File: src/rtl/hazard_scoreboard_pkg.sv
// Shared types, constants and parameter checks for the DLX hazard scoreboard.
package hazard_pkg;

   // Widest register index an entry can hold; narrower indices are zero-extended.
   localparam int unsigned MAX_REGW = 16;
   // Latency field width; covers 1 + LOAD_LAT for every legal depth.
   localparam int unsigned LATW = 4;
   // Select code for the EX-stage combinational ALU output.
   localparam int unsigned FSEL_ALU_EX = 0;

   // One in-flight writer, held per post-ID stage.
   typedef struct packed {
      logic                v;
      logic                wr;
      logic [MAX_REGW-1:0] rd;
      logic [LATW-1:0]     lat;
   } entry_t;

   // Width of every forward-select port: codes 0..DEPTH.
   function automatic int sel_width(input int depth);
      return $clog2(depth + 1);
   endfunction

   // Select code for the register file (write-through), always the last code.
   function automatic int fsel_rf(input int depth);
      return depth;
   endfunction

   // Legal parameter combinations for the scoreboard.
   function automatic bit params_legal(input int depth, input int load_lat,
                                       input int regw, input int cntw);
      return (depth >= 2) && (depth <= 8) && (load_lat >= 0) &&
             ((1 + load_lat) <= (depth - 1)) && (regw >= 1) &&
             (regw <= int'(MAX_REGW)) && (cntw >= 1);
   endfunction

endpackage

File: src/rtl/hazard_scoreboard_if.sv
// ID-stage request, freeze and forwarding/stall response bundle between core and scoreboard.
interface hazard_scoreboard_if #(
   parameter int DEPTH = 3,
   parameter int REGW  = 5,
   parameter int CNTW  = 16
);
   localparam int SELW = hazard_pkg::sel_width(DEPTH);

   logic            id_valid;
   logic [REGW-1:0] id_rs1;
   logic [REGW-1:0] id_rs2;
   logic            id_use_rs1;
   logic            id_use_rs2;
   logic            id_rs1_early;
   logic            id_wr;
   logic [REGW-1:0] id_rd;
   logic            id_load;
   logic            id_kill;
   logic            mem_busy;

   logic            stall;
   logic [SELW-1:0] id_rs1_fsel;
   logic [SELW-1:0] ex_rs1_fsel;
   logic [SELW-1:0] ex_rs2_fsel;
   logic            ex_valid;
   logic [CNTW-1:0] stall_count;

   // Core side: issues the ID instruction, consumes selects and stall.
   modport master (
      output id_valid, id_rs1, id_rs2, id_use_rs1, id_use_rs2, id_rs1_early,
             id_wr, id_rd, id_load, id_kill, mem_busy,
      input  stall, id_rs1_fsel, ex_rs1_fsel, ex_rs2_fsel, ex_valid, stall_count
   );

   // Scoreboard side.
   modport slave (
      input  id_valid, id_rs1, id_rs2, id_use_rs1, id_use_rs2, id_rs1_early,
             id_wr, id_rd, id_load, id_kill, mem_busy,
      output stall, id_rs1_fsel, ex_rs1_fsel, ex_rs2_fsel, ex_valid, stall_count
   );

endinterface

File: src/rtl/hazard_scoreboard_match.sv
// Youngest-writer priority encoder: finds the newest in-flight entry that writes src.
module hazard_match
   import hazard_pkg::*;
#(
   parameter int DEPTH    = 3,
   parameter int REGW     = 5,
   parameter int ZERO_REG = 1,
   parameter int KW       = 2
) (
   input  entry_t          entries [DEPTH],
   input  logic [REGW-1:0] src,
   output logic            hit,
   output logic [KW-1:0]   k,
   output logic [LATW-1:0] lat
);

   logic [DEPTH-1:0] match_s;
   logic             src_blocked_s;

   // Per-entry match; register 0 is never a dependency when ZERO_REG is set.
   always_comb begin
      match_s       = '0;
      src_blocked_s = (ZERO_REG != 0) && (src == '0);
      for (int i = 0; i < DEPTH; i++) begin
         match_s[i] = entries[i].v && entries[i].wr &&
                      (entries[i].rd == MAX_REGW'(src)) && !src_blocked_s;
      end
   end

   // Scan oldest to youngest so the smallest stage index overwrites the rest.
   always_comb begin
      hit = 1'b0;
      k   = '0;
      lat = '0;
      for (int i = DEPTH - 1; i >= 0; i--) begin
         hit = hit | match_s[i];
         k   = match_s[i] ? KW'(i) : k;
         lat = match_s[i] ? entries[i].lat : lat;
      end
   end

endmodule

File: src/rtl/hazard_scoreboard.sv
// Scoreboard of in-flight writers driving operand forwarding, stall and bubble count.
module hazard_scoreboard
   import hazard_pkg::*;
#(
   parameter int DEPTH    = 3,
   parameter int LOAD_LAT = 1,
   parameter int REGW     = 5,
   parameter int ZERO_REG = 1,
   parameter int CNTW     = 16
) (
   input logic              clk,
   input logic              reset,
   hazard_scoreboard_if.slave bus
);

   localparam int              SELW     = sel_width(DEPTH);
   localparam logic [SELW-1:0] SEL_RF   = SELW'(fsel_rf(DEPTH));
   localparam logic [SELW-1:0] SEL_EX   = SELW'(FSEL_ALU_EX);
   localparam logic [LATW-1:0] LAT_ALU  = LATW'(1);
   localparam logic [LATW-1:0] LAT_LOAD = LATW'(1 + LOAD_LAT);

   generate
      if (!params_legal(DEPTH, LOAD_LAT, REGW, CNTW)) begin : g_bad_params
         $error("hazard_scoreboard: illegal DEPTH/LOAD_LAT/REGW/CNTW combination");
      end
   endgenerate

   // Stage k of the post-ID pipeline: 0 = EX ... DEPTH-1 = WB.
   entry_t          entries_r [DEPTH];
   logic            ex_valid_r;
   logic [SELW-1:0] ex_rs1_fsel_r;
   logic [SELW-1:0] ex_rs2_fsel_r;
   logic [CNTW-1:0] stall_count_r;

   logic            m_id_hit_s,  m_rs1_hit_s,  m_rs2_hit_s;
   logic [SELW-1:0] m_id_k_s,    m_rs1_k_s,    m_rs2_k_s;
   logic [LATW-1:0] m_id_lat_s,  m_rs1_lat_s,  m_rs2_lat_s;

   logic            early_ok_s;
   logic            early_haz_s;
   logic            rs1_haz_s;
   logic            rs2_haz_s;
   logic            stall_s;
   logic            insert_s;
   logic [SELW-1:0] id_rs1_fsel_s;
   entry_t          new_entry_s;
   logic [SELW-1:0] ex_rs1_nxt_s;
   logic [SELW-1:0] ex_rs2_nxt_s;

   hazard_match #(.DEPTH(DEPTH), .REGW(REGW), .ZERO_REG(ZERO_REG), .KW(SELW)) u_match_id (
      .entries (entries_r),
      .src     (bus.id_rs1),
      .hit     (m_id_hit_s),
      .k       (m_id_k_s),
      .lat     (m_id_lat_s)
   );

   hazard_match #(.DEPTH(DEPTH), .REGW(REGW), .ZERO_REG(ZERO_REG), .KW(SELW)) u_match_rs1 (
      .entries (entries_r),
      .src     (bus.id_rs1),
      .hit     (m_rs1_hit_s),
      .k       (m_rs1_k_s),
      .lat     (m_rs1_lat_s)
   );

   hazard_match #(.DEPTH(DEPTH), .REGW(REGW), .ZERO_REG(ZERO_REG), .KW(SELW)) u_match_rs2 (
      .entries (entries_r),
      .src     (bus.id_rs2),
      .hit     (m_rs2_hit_s),
      .k       (m_rs2_k_s),
      .lat     (m_rs2_lat_s)
   );

   // Hazard detection: EX operands need the result one stage later, ID early rs1 needs it now.
   always_comb begin
      // An ALU producer still in EX can feed ID straight from the EX ALU output.
      early_ok_s  = (int'(m_id_k_s) >= int'(m_id_lat_s)) ||
                    ((m_id_k_s == SEL_EX) && (m_id_lat_s == LAT_ALU));
      early_haz_s = bus.id_rs1_early && m_id_hit_s && !early_ok_s;
      rs1_haz_s   = bus.id_use_rs1 && m_rs1_hit_s &&
                    ((int'(m_rs1_k_s) + 1) < int'(m_rs1_lat_s));
      rs2_haz_s   = bus.id_use_rs2 && m_rs2_hit_s &&
                    ((int'(m_rs2_k_s) + 1) < int'(m_rs2_lat_s));
      // The core freezes itself on mem_busy, so no stall is reported then.
      stall_s     = bus.id_valid && !bus.id_kill &&
                    (early_haz_s || rs1_haz_s || rs2_haz_s) && !bus.mem_busy;
      insert_s    = bus.id_valid && !bus.id_kill && !stall_s;
      id_rs1_fsel_s = m_id_hit_s ? m_id_k_s : SEL_RF;
   end

   // Next stage-0 entry and EX selects; a producer at stage k is one stage further
   // on once this instruction reaches EX, and k+1 == DEPTH lands on the register file.
   always_comb begin
      new_entry_s  = '0;
      ex_rs1_nxt_s = SEL_RF;
      ex_rs2_nxt_s = SEL_RF;
      if (insert_s) begin
         new_entry_s.v   = 1'b1;
         new_entry_s.wr  = bus.id_wr;
         new_entry_s.rd  = MAX_REGW'(bus.id_rd);
         new_entry_s.lat = bus.id_load ? LAT_LOAD : LAT_ALU;
         ex_rs1_nxt_s    = m_rs1_hit_s ? SELW'(int'(m_rs1_k_s) + 1) : SEL_RF;
         ex_rs2_nxt_s    = m_rs2_hit_s ? SELW'(int'(m_rs2_k_s) + 1) : SEL_RF;
      end else begin
         new_entry_s  = '0;
         ex_rs1_nxt_s = SEL_RF;
         ex_rs2_nxt_s = SEL_RF;
      end
   end

   // Advance the writer pipeline on the core's stage-register edge; freeze holds everything.
   always_ff @(negedge clk) begin
      if (reset) begin
         for (int i = 0; i < DEPTH; i++) begin
            entries_r[i] <= '0;
         end
         ex_valid_r    <= 1'b0;
         ex_rs1_fsel_r <= SEL_RF;
         ex_rs2_fsel_r <= SEL_RF;
      end else if (!bus.mem_busy) begin
         entries_r[0] <= new_entry_s;
         for (int i = 1; i < DEPTH; i++) begin
            entries_r[i] <= entries_r[i-1];
         end
         ex_valid_r    <= insert_s;
         ex_rs1_fsel_r <= ex_rs1_nxt_s;
         ex_rs2_fsel_r <= ex_rs2_nxt_s;
      end else begin
         ex_valid_r    <= ex_valid_r;
         ex_rs1_fsel_r <= ex_rs1_fsel_r;
         ex_rs2_fsel_r <= ex_rs2_fsel_r;
      end
   end

   // Saturating count of inserted bubbles caused by hazards.
   always_ff @(negedge clk) begin
      if (reset) begin
         stall_count_r <= '0;
      end else if (stall_s && (stall_count_r != {CNTW{1'b1}})) begin
         stall_count_r <= stall_count_r + CNTW'(1);
      end else begin
         stall_count_r <= stall_count_r;
      end
   end

   assign bus.stall       = stall_s;
   assign bus.id_rs1_fsel = id_rs1_fsel_s;
   assign bus.ex_rs1_fsel = ex_rs1_fsel_r;
   assign bus.ex_rs2_fsel = ex_rs2_fsel_r;
   assign bus.ex_valid    = ex_valid_r;
   assign bus.stall_count = stall_count_r;

endmodule

File: src/flat_wrapper.sv
// flat-port wrapper written by rule: the top's interface ports become plain ports
module hazard_scoreboard_flat import hazard_pkg::*;
#(
   parameter int DEPTH    = 3,
   parameter int LOAD_LAT = 1,
   parameter int REGW     = 5,
   parameter int ZERO_REG = 1,
   parameter int CNTW     = 16
)
  (clk, reset, bus_id_valid, bus_id_rs1, bus_id_rs2, bus_id_use_rs1, bus_id_use_rs2, bus_id_rs1_early, bus_id_wr, bus_id_rd, bus_id_load, bus_id_kill, bus_mem_busy, bus_stall, bus_id_rs1_fsel, bus_ex_rs1_fsel, bus_ex_rs2_fsel, bus_ex_valid, bus_stall_count);
  hazard_scoreboard_if #(.DEPTH(DEPTH), .REGW(REGW), .CNTW(CNTW)) bus_i ();
  input logic clk;
  input logic reset;
  input wire logic [$bits(bus_i.id_valid)-1:0] bus_id_valid;
  input wire logic [$bits(bus_i.id_rs1)-1:0] bus_id_rs1;
  input wire logic [$bits(bus_i.id_rs2)-1:0] bus_id_rs2;
  input wire logic [$bits(bus_i.id_use_rs1)-1:0] bus_id_use_rs1;
  input wire logic [$bits(bus_i.id_use_rs2)-1:0] bus_id_use_rs2;
  input wire logic [$bits(bus_i.id_rs1_early)-1:0] bus_id_rs1_early;
  input wire logic [$bits(bus_i.id_wr)-1:0] bus_id_wr;
  input wire logic [$bits(bus_i.id_rd)-1:0] bus_id_rd;
  input wire logic [$bits(bus_i.id_load)-1:0] bus_id_load;
  input wire logic [$bits(bus_i.id_kill)-1:0] bus_id_kill;
  input wire logic [$bits(bus_i.mem_busy)-1:0] bus_mem_busy;
  output wire logic [$bits(bus_i.stall)-1:0] bus_stall;
  output wire logic [$bits(bus_i.id_rs1_fsel)-1:0] bus_id_rs1_fsel;
  output wire logic [$bits(bus_i.ex_rs1_fsel)-1:0] bus_ex_rs1_fsel;
  output wire logic [$bits(bus_i.ex_rs2_fsel)-1:0] bus_ex_rs2_fsel;
  output wire logic [$bits(bus_i.ex_valid)-1:0] bus_ex_valid;
  output wire logic [$bits(bus_i.stall_count)-1:0] bus_stall_count;
  assign bus_i.id_valid = bus_id_valid;
  assign bus_i.id_rs1 = bus_id_rs1;
  assign bus_i.id_rs2 = bus_id_rs2;
  assign bus_i.id_use_rs1 = bus_id_use_rs1;
  assign bus_i.id_use_rs2 = bus_id_use_rs2;
  assign bus_i.id_rs1_early = bus_id_rs1_early;
  assign bus_i.id_wr = bus_id_wr;
  assign bus_i.id_rd = bus_id_rd;
  assign bus_i.id_load = bus_id_load;
  assign bus_i.id_kill = bus_id_kill;
  assign bus_i.mem_busy = bus_mem_busy;
  assign bus_stall = bus_i.stall;
  assign bus_id_rs1_fsel = bus_i.id_rs1_fsel;
  assign bus_ex_rs1_fsel = bus_i.ex_rs1_fsel;
  assign bus_ex_rs2_fsel = bus_i.ex_rs2_fsel;
  assign bus_ex_valid = bus_i.ex_valid;
  assign bus_stall_count = bus_i.stall_count;
  hazard_scoreboard #(.DEPTH(DEPTH), .LOAD_LAT(LOAD_LAT), .REGW(REGW), .ZERO_REG(ZERO_REG), .CNTW(CNTW)) u_core (.clk(clk), .reset(reset), .bus(bus_i));
endmodule
File: config.mk
export PLATFORM = sky130hd
export DESIGN_NAME = hazard_scoreboard_flat
export DESIGN_NICKNAME = d
export VERILOG_FILES = /design/src/rtl/hazard_scoreboard_pkg.sv /design/src/rtl/hazard_scoreboard_if.sv /design/src/rtl/hazard_scoreboard_match.sv /design/src/rtl/hazard_scoreboard.sv /design/src/flat_wrapper.sv
export SDC_FILE = /design/constraint.sdc
export NUM_CORES = 1
export LEC_CHECK = 0
export BUFFER_PORTS_ARGS = -buffer_cell sky130_fd_sc_hd__buf_2
export CAP_MARGIN = 20
export CORE_ASPECT_RATIO = 1.75
export CORE_MARGIN = 4
export CORE_UTILIZATION = 30
export CTS_BUF_LIST = sky130_fd_sc_hd__clkbuf_4 sky130_fd_sc_hd__clkbuf_8
export DETAILED_ROUTE_END_ITERATION = 8
export SETUP_SLACK_MARGIN = 0.05
export SYNTH_ARGS = -nofsm -noshare
export SYNTH_HDL_FRONTEND = slang
export SYNTH_SLANG_ARGS = --single-unit
File: constraint.sdc
create_clock -name clk -period 4.5 [get_ports clk]
set_input_delay 0.9 -clock clk [delete_from_list [all_inputs] [get_ports clk]]
set_output_delay 0.9 -clock clk [all_outputs]
set_load 0.05 [all_outputs]
# Yosys cells after proc, flatten, opt, wreduce, memory -nomap -nowiden

Index checks and enable logic that the tools add are counted.

Bitwise gates (word level): 4
Multiplexer cells: 19
Add/subtract/negate cells: 3
$lt $le $gt $ge: 3
Reduce and logical (&&, ||, !) cells: 39
Equality and inequality tests: 8

Operators by type and width:

| kind                                           | count |
|---|---|
| == test 16 x 5 -> 1 bit                        | 6 |
| < comparator 32 x 5 -> 1 bit                   | 2 |
| logical AND 1 bit                              | 27 |
| 2-to-1 mux 2 bit                               | 12 |
| 2-to-1 mux 4 bit                               | 6 |
| 2-to-1 mux 22 bit                              | 1 |
| adder 16 x 1 -> 16 bit (second input constant) | 1 |
| inequality test 16 bit (second input constant) | 1 |
| logical NOT 5 bit                              | 2 |
| adder 2 x 1 -> 3 bit (second input constant)   | 2 |
| logical NOT 1 bit                              | 6 |
| == test 4 x 1 -> 1 bit (second input constant) | 1 |
| >= comparator 2 x 4 -> 1 bit                   | 1 |
| OR 1 bit                                       | 4 |
| logical OR 1 bit                               | 3 |
| logical NOT 2 bit                              | 1 |

Flip-flop bits (word level): 87
Bits of input ports: 25
Output and inout port bits: 24

# Longest topological paths before layout

Gate-level depths: netlist of run 1.

Word-level depth: 18
Mapped depth: 16
Mapped depth without buffers: 15

# Modules after synthesis

From an unflattened synthesis of run 1, not the netlist that was laid out.

Cell total of the unflattened synthesis: 429
Area, all modules: 3651.0 um^2

By module, submodules not included:

| module            | area an instance (um^2) | seq. area each (um^2) | instances | cells each |
|---|---|---|---|---|
| hazard_scoreboard | 2194.6                  | 940.9                 | 1         | 240 |
| hazard_match      | 485.5                   | 0.0                   | 3         | 63 |

==> flow_metrics.py, run 1 <==
metrics = {
    "status": {
        "status": "finished, violations left",
        "violations": "negative setup slack",
    },
    "hold_path": {
        "min_to": "u_core.entries_r[21]$_SDFFE_NP0N_",
        "worstHoldPathCells": 2,
        "hold_class": "reg2reg",
        "hp-start": "u_core.entries_r[21]$_SDFFE_NP0N_",
    },
    "die": {
        "ios": 49,
        "rows": 46,
        "die_area_sq_um": 10800,
        "die_w_um": 80.4,
        "start_util_pct": 30.4,
        "core_sq_um": 9040,
        "die_h_um": 135,
    },
    "clocking": {
        "path_clk_slew_ns": 0.03,
        "clk_latency_ns": 0.39,
        "clock-sinks": 47,
        "cts_buffer_depth": 2,
        "cts_made_buffers": 5,
        "cts_root_buf": "clkbuf_8",
        "postCtsHoldBufs": 0,
        "cts_tree": "built",
        "cts-htree-levels": 2,
    },
    "grt": {
        "overflow": 0,
        "grt_usage_pct": 16.6,
        "first_global_vias": 3222,
        "grt_pass1_wl_um": 14100,
        "grt_max_degree": 32,
        "grt_antenna_before_repair": 0,
    },
    "layout": {
        "layout_common_cells": "buf_4, inv_1, dfxtp_1, nor2_1, buf_2",
        "diodes": 0,
        "final_area_sq_um": 4560,
        "layout-drive-gt1-share_pct": 42.5,
        "syn_to_final_growth_pct": 65.7,
        "fin_nets": 529,
        "layout.cells.most_common": "buf_4",
        "stdcell_count": 614,
    },
    "placement": {
        "place_area_sq_um": 3600,
        "place_ws_ns": -2.02,
        "portBuffers": 48,
        "gp_congestion": 0.885,
        "placed_cells": 533,
        "hpwl_um": 5920,
    },
    "sta": {
        "whs_ns": 0.512,
        "rsz0062_at_grt": "true",
        "fin_worst_skew_ns": 0.0208,
        "setup-violations-final": 32,
        "maxSlewHeadroom_pct": 68.1,
        "worst_slew_pin_slew_ns": 0.478,
        "hold_viol_final": 0,
        "setup_slack_ns": -1.98,
        "final-max-slew-violation-count": 0,
    },
    "logic_synthesis": {
        "syn_area_sq_um": 2750,
        "yosys.area.top_type": "dfxtp_1",
        "synth.avg_cell_area_sq_um": 8.62,
        "synth_flop_cell": "dfxtp_1",
        "synth.distinct_cells": 54,
        "netlist_instances": 319,
        "synth_seq_cells": 47,
        "async_reset_ff_share_pct": 0,
        "synth_nets": 355,
        "synth.area.top_cells": "dfxtp_1, mux2i_1, xor2_1",
        "synth_warnings": 0,
        "synth_edf_count": 0,
        "synth_top_area_share_pct": 34.2,
        "synth_seq_area_share_pct": 34.2,
    },
    "run": {
        "max_cap_violations": 0,
    },
    "power": {
        "pwr-share-seq_pct": 44.1,
        "switchingPower_mw": 0.330,
        "clock_power_share_pct": 45.8,
        "comb_power_share_pct": 10.1,
        "p_int_mw": 0.632,
        "p_sw_share_pct": 34.3,
        "powerDensity_nw_per_um2": 211,
        "ir_drop_mv": 0.204,
        "p_leak_nw": 2.10,
    },
    "detailed_routing": {
        "via_count": 2985,
        "routedWlPerCell_um": 14.4,
        "drc": 0,
        "totalWireLength_um": 8830,
        "firstDrtPassIters": 4,
        "drt_first_iter_violations": 74,
        "ant_nets": 0,
        "vias_per_cell": 4.86,
    },
    "worst_setup_path": {
        "critical_path_class": "reg2out",
        "regToRegSetupSlack_ns": 0.84,
        "startpoint_type": "flop",
        "r2r_start": "u_core.entries_r[27]$_SDFFE_NP0N_",
        "slowest_delay_ns": 0.56,
        "critPathLaunch": "u_core.entries_r[27]$_SDFFE_NP0N_",
        "cp_slowest_cell": "or4_4",
        "crit_path_end_kind": "output port",
        "crit_fanout": 4,
        "r2r-end": "u_core.bus.ex_rs2_fsel[0]$_SDFFE_NP1N_",
        "crit_chain": "xor2_1, or4_4, or3_4, a31oi_4, fa_1, nor2_1, nor3_1, o211ai_1, nand3_2, buf_6, o21ai_4, inv_2, buf_8",
        "critical_path_arrival_ns": 5.58,
        "cp.required_ns": 3.60,
        "reg2reg_depth": 18,
    },
}
[power groups by stage]
stage / clock network [mW] / logic [mW] / registers [mW]
floorplan: 0.0649 / 0.0380 / 0.433
global placement: 0.0649 / 0.0772 / 0.432
detailed placement: 0.0649 / 0.0785 / 0.432
CTS: 0.452 / 0.0856 / 0.426
global route: 0.504 / 0.104 / 0.423
finish: 0.441 / 0.0968 / 0.424
[stage by stage]
step	utilization [%]	total power, mW	setup TNS [ns]
after detailed placement	39.8	0.576	-54.94
after CTS	47.1	0.963	-53.42
after global placement	39.8	0.574	-53.90
after floorplan	-	0.536	-42.89
after global routing	50.4	1.03	-52.34
final	50.4	0.962	-47.24
[state kept, by name, indices dropped and copies added (netlist names)]
signal and cells:
u_core.bus.stall_count 16, u_core.entries_r 27, u_core.bus.ex_rs2_fsel 2, u_core.bus.ex_rs1_fsel 2
[per-layer routing]
layer / share of wire [%] / vias to the layer above / track usage (%)
li1: - / 1466 / -
met1: 36 / 1417 / 14.9
met2: 57 / 72 / 30.9
met3: 3.2 / 30 / 4.14
met4: 4.4 / 0 / 11.8
met5: 0 / - / 0
[cell usage after synthesis, types with 2 or more instances]
master	number
or2_2	2
nor2_1	42
nand4_1	3
ha_1	9
nor3b_2	2
dfxtp_1	47
o211ai_1	2
nand2_1	16
clkbuf_1	7
o31ai_1	4
o21ai_0	2
or3_1	9
mux2i_1	19
or2_1	4
o21ai_1	5
nor3_1	5
and2_1	2
nor2b_1	7
nor4_1	3
nand3_1	11
a211o_1	2
o2111ai_1	4
xnor2_1	13
xor2_1	21
inv_1	18
fa_1	2
a22oi_1	7
or4_1	4
a21oi_1	18
buf_1	2
and3_1	4
[cells by family after synthesis]
group                      after synthesis  synth area share (%)
and+or+nand+nor                        120                  22.6
AOI/OAI and AO/OA                       58                  15.3
DFF                                     47                  34.2
buffers and inverters                   29                  4.14
adders and majority gates               11                  5.55
xor gates and xnor gates                34                  10.8
muxes                                   20                  7.33
[what timing repair did]
item / in CTS / in global routing
gates resized for setup: 52 / 65
gates cloned: 0 / 2
pin swaps: 31 / 35
setup endpoints to repair: 32 / 32
buffers inserted: 19 / 13
[layout make-up]
class / instances / area [sq um]
sequential: 47 / 955
tap: 120 / 150
multi-input combinational: 243 / 2060
timing repair buffer: 132 / 1070
fill: 839 / 4480
clock inverter: 50 / 193
clock buffer: 5 / 68.8
inverter: 17 / 66.3
[worst max-delay path, delay by kind of cell, from the launching register on]
kind                     cells  cell delay, ns
AO/OA/AOI/OAI                3            0.44
XOR/XNOR                     1            0.16
adder cells (fa/ha/maj)      1            0.45
buffers and inverters        3            0.34
flip-flops                   1            0.35
AND/OR/NAND/NOR              5            1.21
[worst max-delay path by stage]
stage	endpoint	slack (ns)	depth (start not counted)
floorplan	bus_stall	-1.56	12
global placement	u_core.bus.stall_count[15]$_SDFFE_NP0P_	-1.96	18
detailed placement	u_core.bus.stall_count[10]$_SDFFE_NP0P_	-2.02	18
CTS	bus_stall	-1.87	12
global route	bus_stall	-2.16	14
finish	bus_stall	-1.98	13
No activity file was read; power rests on OpenSTA's default activity.
==> run 2, diff against run 1 <==
==> constraint.sdc (replaced) <==
create_clock -name clk -period 6.65 [get_ports clk]
set_input_delay 1.33 -clock clk [delete_from_list [all_inputs] [get_ports clk]]
set_output_delay 1.33 -clock clk [all_outputs]
set_load 0.05 [all_outputs]
==> run 2 against run 1 <==
  * The flow still finishes with violations (negative setup slack)
  * Count of clock-buffer cells in the layout unchanged
  * Sequential power down 32%
  * Cell count down 2.1%
  * Global-route usage down 1.3 points
  * Flip-flop and latch count unchanged
  * Setup slack better by 0.75 ns
  * Sequential share of layout area up 1.7 points
  * Utilization down 3.9 points
  * First-iteration DRC count up 86%
  * Critical endpoint unchanged
  * Largest cell class unchanged
==> flow_metrics.py, run 2 (same netlist as run 1, synthesis figures left out) <==
metrics = {
    "worst_setup_path": {
        "regToRegSetupSlack_ns": 2.92,
        "crit_path_end_kind": "output port",
        "r2r_start": "u_core.entries_r[27]$_SDFFE_NP0N_",
        "critical_path_class": "reg2out",
        "cp.required_ns": 5.32,
        "crit_fanout": 6,
        "critPathCapture": "bus_stall",
        "startpoint_type": "flop",
        "r2r-end": "u_core.bus.ex_rs2_fsel[1]$_SDFFE_NP1N_",
        "critPathLaunch": "u_core.entries_r[27]$_SDFFE_NP0N_",
        "critical_path_arrival_ns": 6.55,
        "reg2reg_depth": 16,
    },
    "detailed_routing": {
        "via_count": 2912,
        "firstDrtPassIters": 4,
        "vias_per_cell": 4.85,
        "drc": 0,
        "routedWlPerCell_um": 13.8,
        "drt_first_iter_violations": 138,
        "totalWireLength_um": 8290,
        "ant_nets": 0,
    },
    "die": {
        "die_w_um": 80.4,
        "start_util_pct": 30.4,
        "rows": 46,
        "core_sq_um": 9040,
        "die_h_um": 135,
        "ios": 49,
        "die_area_sq_um": 10800,
    },
    "run": {
        "max_cap_violations": 0,
    },
    "power": {
        "comb_power_share_pct": 9.4,
        "switchingPower_mw": 0.206,
        "clock_power_share_pct": 44.8,
        "powerDensity_nw_per_um2": 149,
        "p_sw_share_pct": 32.8,
        "pwr-share-seq_pct": 45.9,
        "ir_drop_mv": 0.124,
        "p_int_mw": 0.421,
        "p_leak_nw": 2.00,
    },
    "placement": {
        "place_area_sq_um": 3590,
        "hpwl_um": 5970,
        "gp_congestion": 0.871,
        "portBuffers": 48,
    },
    "clocking": {
        "cts_tree": "built",
        "cts-htree-levels": 2,
        "clk_latency_ns": 0.37,
        "cts_made_buffers": 5,
        "clock-sinks": 47,
        "postCtsHoldBufs": 0,
        "path_clk_slew_ns": 0.04,
        "cts_root_buf": "clkbuf_8",
        "cts_buffer_depth": 2,
    },
    "grt": {
        "grt_usage_pct": 15.3,
        "grt_max_degree": 32,
        "overflow": 0,
        "grt_antenna_before_repair": 0,
        "first_global_vias": 2997,
        "grt_pass1_wl_um": 13200,
    },
    "layout": {
        "final_area_sq_um": 4210,
        "fin_util_pct": 46.5,
        "fill_cells": 912,
        "largest_register_ffs": 27,
        "layout-drive-gt1-share_pct": 36.6,
        "top_register": "u_core.entries_r",
        "diodes": 0,
        "fin_nets": 517,
        "layout_common_cells": "buf_4, inv_1, buf_2, dfxtp_1, nor2_1",
        "syn_to_final_growth_pct": 53.0,
        "layout.cells.most_common": "buf_4",
    },
    "sta": {
        "fin_worst_skew_ns": 0.0208,
        "maxSlewHeadroom_pct": 35.0,
        "final-max-slew-violation-count": 0,
        "worst_slew_pin_slew_ns": 0.970,
        "setup-violations-final": 31,
        "setup_slack_ns": -1.23,
        "rsz0062_at_grt": "true",
        "hold_viol_final": 0,
    },
    "status": {
        "violations": "negative setup slack",
        "status": "finished, violations left",
    },
    "hold_path": {
        "hold_class": "reg2reg",
    },
}
==> run 2: cell types whose count changed in the layout (fill, tap and decap cells not counted), moves of 3 or more <==
cell     before  now
a22oi_1       2    7
a21oi_1      11   14
buf_6        23    9
a22oi_2       5    0
nor4_2        1    4
or3_4         5    1
ha_1          5    9
or3_1         4    8
buf_2        38   44
==> run 2: per-stage QoR <==
step | hold WS, ns | std cells | power (mW) | TNS, ns | worst slack (ns)
after floorplan | 0.459 | 319 | 0.363 | -23.53 | -0.920
after global placement | 0.478 | 533 | 0.388 | -35.68 | -1.30
after detailed placement | 0.493 | 533 | 0.389 | -38.46 | -1.45
after CTS | 0.502 | 592 | 0.637 | -29.36 | -1.30
after global routing | 0.535 | 601 | 0.674 | -35.17 | -1.39
final | 0.499 | 601 | 0.627 | -30.45 | -1.23
==> run 2: power by group through the flow <==
stage | logic, mW | registers, mW | clock network, mW
2_1_floorplan | 0.0258 | 0.293 | 0.0439
4_1_cts | 0.0549 | 0.288 | 0.294
3_3_place_gp | 0.0518 | 0.292 | 0.0439
5_1_grt | 0.0637 | 0.287 | 0.323
3_5_place_dp | 0.0526 | 0.292 | 0.0439
6_report | 0.0587 | 0.288 | 0.281
==> run 2: area by class of cell <==
type	count	area (sq um)	share of cell area, %
multi-input combinational	243	1930	45.9
clock buffer	5	68.8	1.64
sequential	47	952	22.6
timing repair buffer	120	852	20.3
inverter	17	66.3	1.58
clock inverter	49	186	4.43
tap	120	150	3.57
==> run 2: repair_timing <==
action / CTS / global route
pin swaps: 16 / 25
hold endpoints to repair: 0 / 0
gates resized for setup: 32 / 27
endpoints found under the setup margin: 32 / 32
buffers inserted: 6 / 9
cloned: 0 / 1
==> run 2: critical path: stages (launching register included) <==
cell and delay, ns:
dfxtp_4 0.35, xor2_1 0.14, or4_4 0.57, or3_4 0.36
a31oi_4 0.19, fa_1 0.44, nor2_1 0.10, nor3_1 0.05
o211ai_1 0.11, nand3_2 0.17, o21ai_4 0.17, inv_2 0.06
buf_8 0.15
==> run 2: routing by layer <==
layer | track usage [%] | part of all wire (%)
met1 | 13.8 | 34
met2 | 29.2 | 60
met3 | 4.14 | 3.7
met4 | 8.93 | 2.6
met5 | 0 | 0
==> run 2: worst min path at each step <==
stage	to	from	cells after the start
6_report	u_core.entries_r[21]$_SDFFE_NP0N_	u_core.entries_r[21]$_SDFFE_NP0N_	2
2_1_floorplan	u_core.entries_r[44]$_SDFFE_NP0N_	u_core.entries_r[44]$_SDFFE_NP0N_	2
3_5_place_dp	u_core.entries_r[21]$_SDFFE_NP0N_	u_core.entries_r[21]$_SDFFE_NP0N_	2
3_3_place_gp	u_core.entries_r[21]$_SDFFE_NP0N_	u_core.entries_r[21]$_SDFFE_NP0N_	2
5_1_grt	u_core.entries_r[21]$_SDFFE_NP0N_	u_core.entries_r[21]$_SDFFE_NP0N_	2
4_1_cts	u_core.entries_r[21]$_SDFFE_NP0N_	u_core.entries_r[21]$_SDFFE_NP0N_	2
==> run 3, diff against run 2 <==
--- a/config.mk
+++ b/config.mk
@@ -9,10 +9,11 @@
 export CAP_MARGIN = 20
 export CORE_ASPECT_RATIO = 1.75
 export CORE_MARGIN = 4
-export CORE_UTILIZATION = 30
+export CORE_UTILIZATION = 34
 export CTS_BUF_LIST = sky130_fd_sc_hd__clkbuf_4 sky130_fd_sc_hd__clkbuf_8
 export DETAILED_ROUTE_END_ITERATION = 8
 export SETUP_SLACK_MARGIN = 0.05
+export SKIP_CTS_REPAIR_TIMING = 1
 export SYNTH_ARGS = -nofsm -noshare
 export SYNTH_HDL_FRONTEND = slang
 export SYNTH_SLANG_ARGS = --single-unit
==> run 3 against run 2 <==
  * The run still ends with negative setup slack left
  * Design area rose by 1.8%
  * Count of clock-buffer cells in the layout is the same
  * Via count shrank 0.79%
  * Sequential share of layout area decreased by 0.40 points
  * Critical path depth stayed put
  * Global-route usage rose by 0.76 points
  * Utilization up 7.6 points
  * Largest cell class unchanged
  * Register-to-register slack improved by 0.10 ns
  * First-iteration DRC count fell by 15%
  * Combinational power up 3%
  * Power up 5.9%
==> flow_metrics.py, run 3 (same netlist as run 1, synthesis figures left out) <==
metrics = {
    "power": {
        "comb_power_share_pct": 9.1,
        "powerDensity_nw_per_um2": 155,
        "clock_power_share_pct": 47.6,
        "pwr-share-seq_pct": 43.3,
        "power.total_mw": 0.664,
        "p_sw_share_pct": 30.5,
        "p_int_mw": 0.461,
        "switchingPower_mw": 0.203,
        "ir_drop_mv": 0.158,
        "p_leak_nw": 2.04,
    },
    "worst_setup_path": {
        "cp_slowest_cell": "or4_4",
        "crit_chain": "xor2_1, or4_4, or3_4, a31oi_4, fa_1, nor2_1, nor3_1, o211ai_1, nand3_2, o21ai_4, inv_2, buf_6",
        "critPathTopFamily": "simple AND/OR/NAND/NOR gates",
        "crit_fanout": 6,
        "critPathBufInv": 2,
        "critical_path_class": "reg2out",
        "startpoint_type": "flop",
        "crit_path_end_kind": "output port",
        "slowest_delay_ns": 0.57,
        "cp.required_ns": 5.32,
        "critical_path_arrival_ns": 6.61,
    },
    "sta": {
        "maxSlewHeadroom_pct": 65.5,
        "final-max-slew-violation-count": 0,
        "whs_ns": 0.495,
        "fin_worst_skew_ns": 0.0217,
        "worst_slew_pin_slew_ns": 0.517,
        "setup_tns_ns": -26.53,
        "setup_slack_ns": -1.29,
        "rsz0062_at_grt": "true",
        "hold_viol_final": 0,
        "setup-violations-final": 31,
    },
    "layout": {
        "seqCellArea_sq_um": 952,
        "layout.cells.most_common": "buf_4",
        "layout_common_cells": "buf_4, inv_1, dfxtp_1, nor2_1, buf_2",
        "largest_register_ffs": 27,
        "fill_cells": 736,
        "top_register": "u_core.entries_r",
        "layout-drive-gt1-share_pct": 38.0,
        "fin_util_pct": 54.1,
        "syn_to_final_growth_pct": 55.8,
        "stdcell_count": 572,
        "multi_input_area_sq_um": 1960,
        "diodes": 0,
        "fin_nets": 517,
    },
    "detailed_routing": {
        "routedWlPerCell_um": 14.2,
        "firstDrtPassIters": 4,
        "ant_nets": 0,
        "drc": 0,
        "vias_per_cell": 5.05,
        "via_count": 2889,
        "drt_first_iter_violations": 117,
        "totalWireLength_um": 8100,
    },
    "clocking": {
        "cts_made_buffers": 5,
        "clock-sinks": 47,
        "path_clk_slew_ns": 0.04,
        "cts_root_buf": "clkbuf_8",
        "clk_latency_ns": 0.37,
        "cts-htree-levels": 2,
        "cts_buffer_depth": 2,
        "cts_tree": "built",
    },
    "placement": {
        "placed_cells": 508,
        "hpwl_um": 5800,
        "gp_congestion": 0.863,
        "portBuffers": 48,
    },
    "die": {
        "ios": 49,
        "die_h_um": 127,
        "rows": 43,
        "die_w_um": 76.0,
        "start_util_pct": 34.8,
        "core_sq_um": 7910,
        "die_area_sq_um": 9640,
    },
    "status": {
        "violations": "negative setup slack",
        "status": "finished, violations left",
    },
    "hold_path": {
        "hold_class": "reg2reg",
    },
    "grt": {
        "first_global_vias": 2962,
        "grt_max_degree": 48,
        "grt_pass1_wl_um": 12800,
        "grt_antenna_before_repair": 0,
        "overflow": 0,
        "grt_usage_pct": 16.1,
    },
    "run": {
        "max_cap_violations": 0,
    },
}
==> run 3: cell count changes in the layout (fill, tap and decap cells not counted), sizes merged <==
| cell | before | now |
|---|---|---|
| bufinv | 0 | 1 |
==> run 3: power by group through the flow <==
stage | logic [mW] | clock network [mW] | registers [mW]
finish | 0.0603 | 0.316 | 0.288
global route | 0.0650 | 0.361 | 0.287
CTS | 0.0536 | 0.330 | 0.288
detailed placement | 0.0533 | 0.0439 | 0.293
global placement | 0.0527 | 0.0439 | 0.292
floorplan | 0.0258 | 0.0439 | 0.293
==> run 3: cell type report <==
type                       instances  share of cell area (%)
timing repair buffer             120                    21.1
clock buffer                       5                    1.61
tap                               90                    2.63
inverter                          17                    1.55
multi-input combinational        243                    45.9
sequential                        47                    22.2
clock inverter                    50                    5.00
==> run 3: tightest hold or removal path, cell delays in order, from the launching register on <==
cell and delay, ns:
dfxtp_1 0.32, mux2i_1 0.07, nor2_1 0.07
==> run 3: stage by stage <==
step           cell area, sq um  setup slack, ns
6_report                   4280            -1.29
2_1_floorplan              2810           -0.920
3_5_place_dp               3600            -1.30
3_3_place_gp               3600            -1.22
5_1_grt                    4280            -1.42
4_1_cts                    3880            -1.56
==> run 3: worst paths after layout <==
path,cells after the start,from,slack [ns],to
max,12,u_core.entries_r[27]$_SDFFE_NP0N_,-1.29,bus_stall
min,2,u_core.entries_r[21]$_SDFFE_NP0N_,0.49,u_core.entries_r[21]$_SDFFE_NP0N_
max reg2reg,17,u_core.entries_r[27]$_SDFFE_NP0N_,3.02,u_core.bus.stall_count[8]$_SDFFE_NP0P_
min reg2reg,2,u_core.entries_r[21]$_SDFFE_NP0N_,0.49,u_core.entries_r[21]$_SDFFE_NP0N_
==> run 3: metal layers <==
layer | track usage [%] | part of all wire, %
met5 | 0 | 0
met2 | 28.9 | 54
met3 | 4.69 | 3.7
met1 | 15.5 | 38
met4 | 10.7 | 3.8
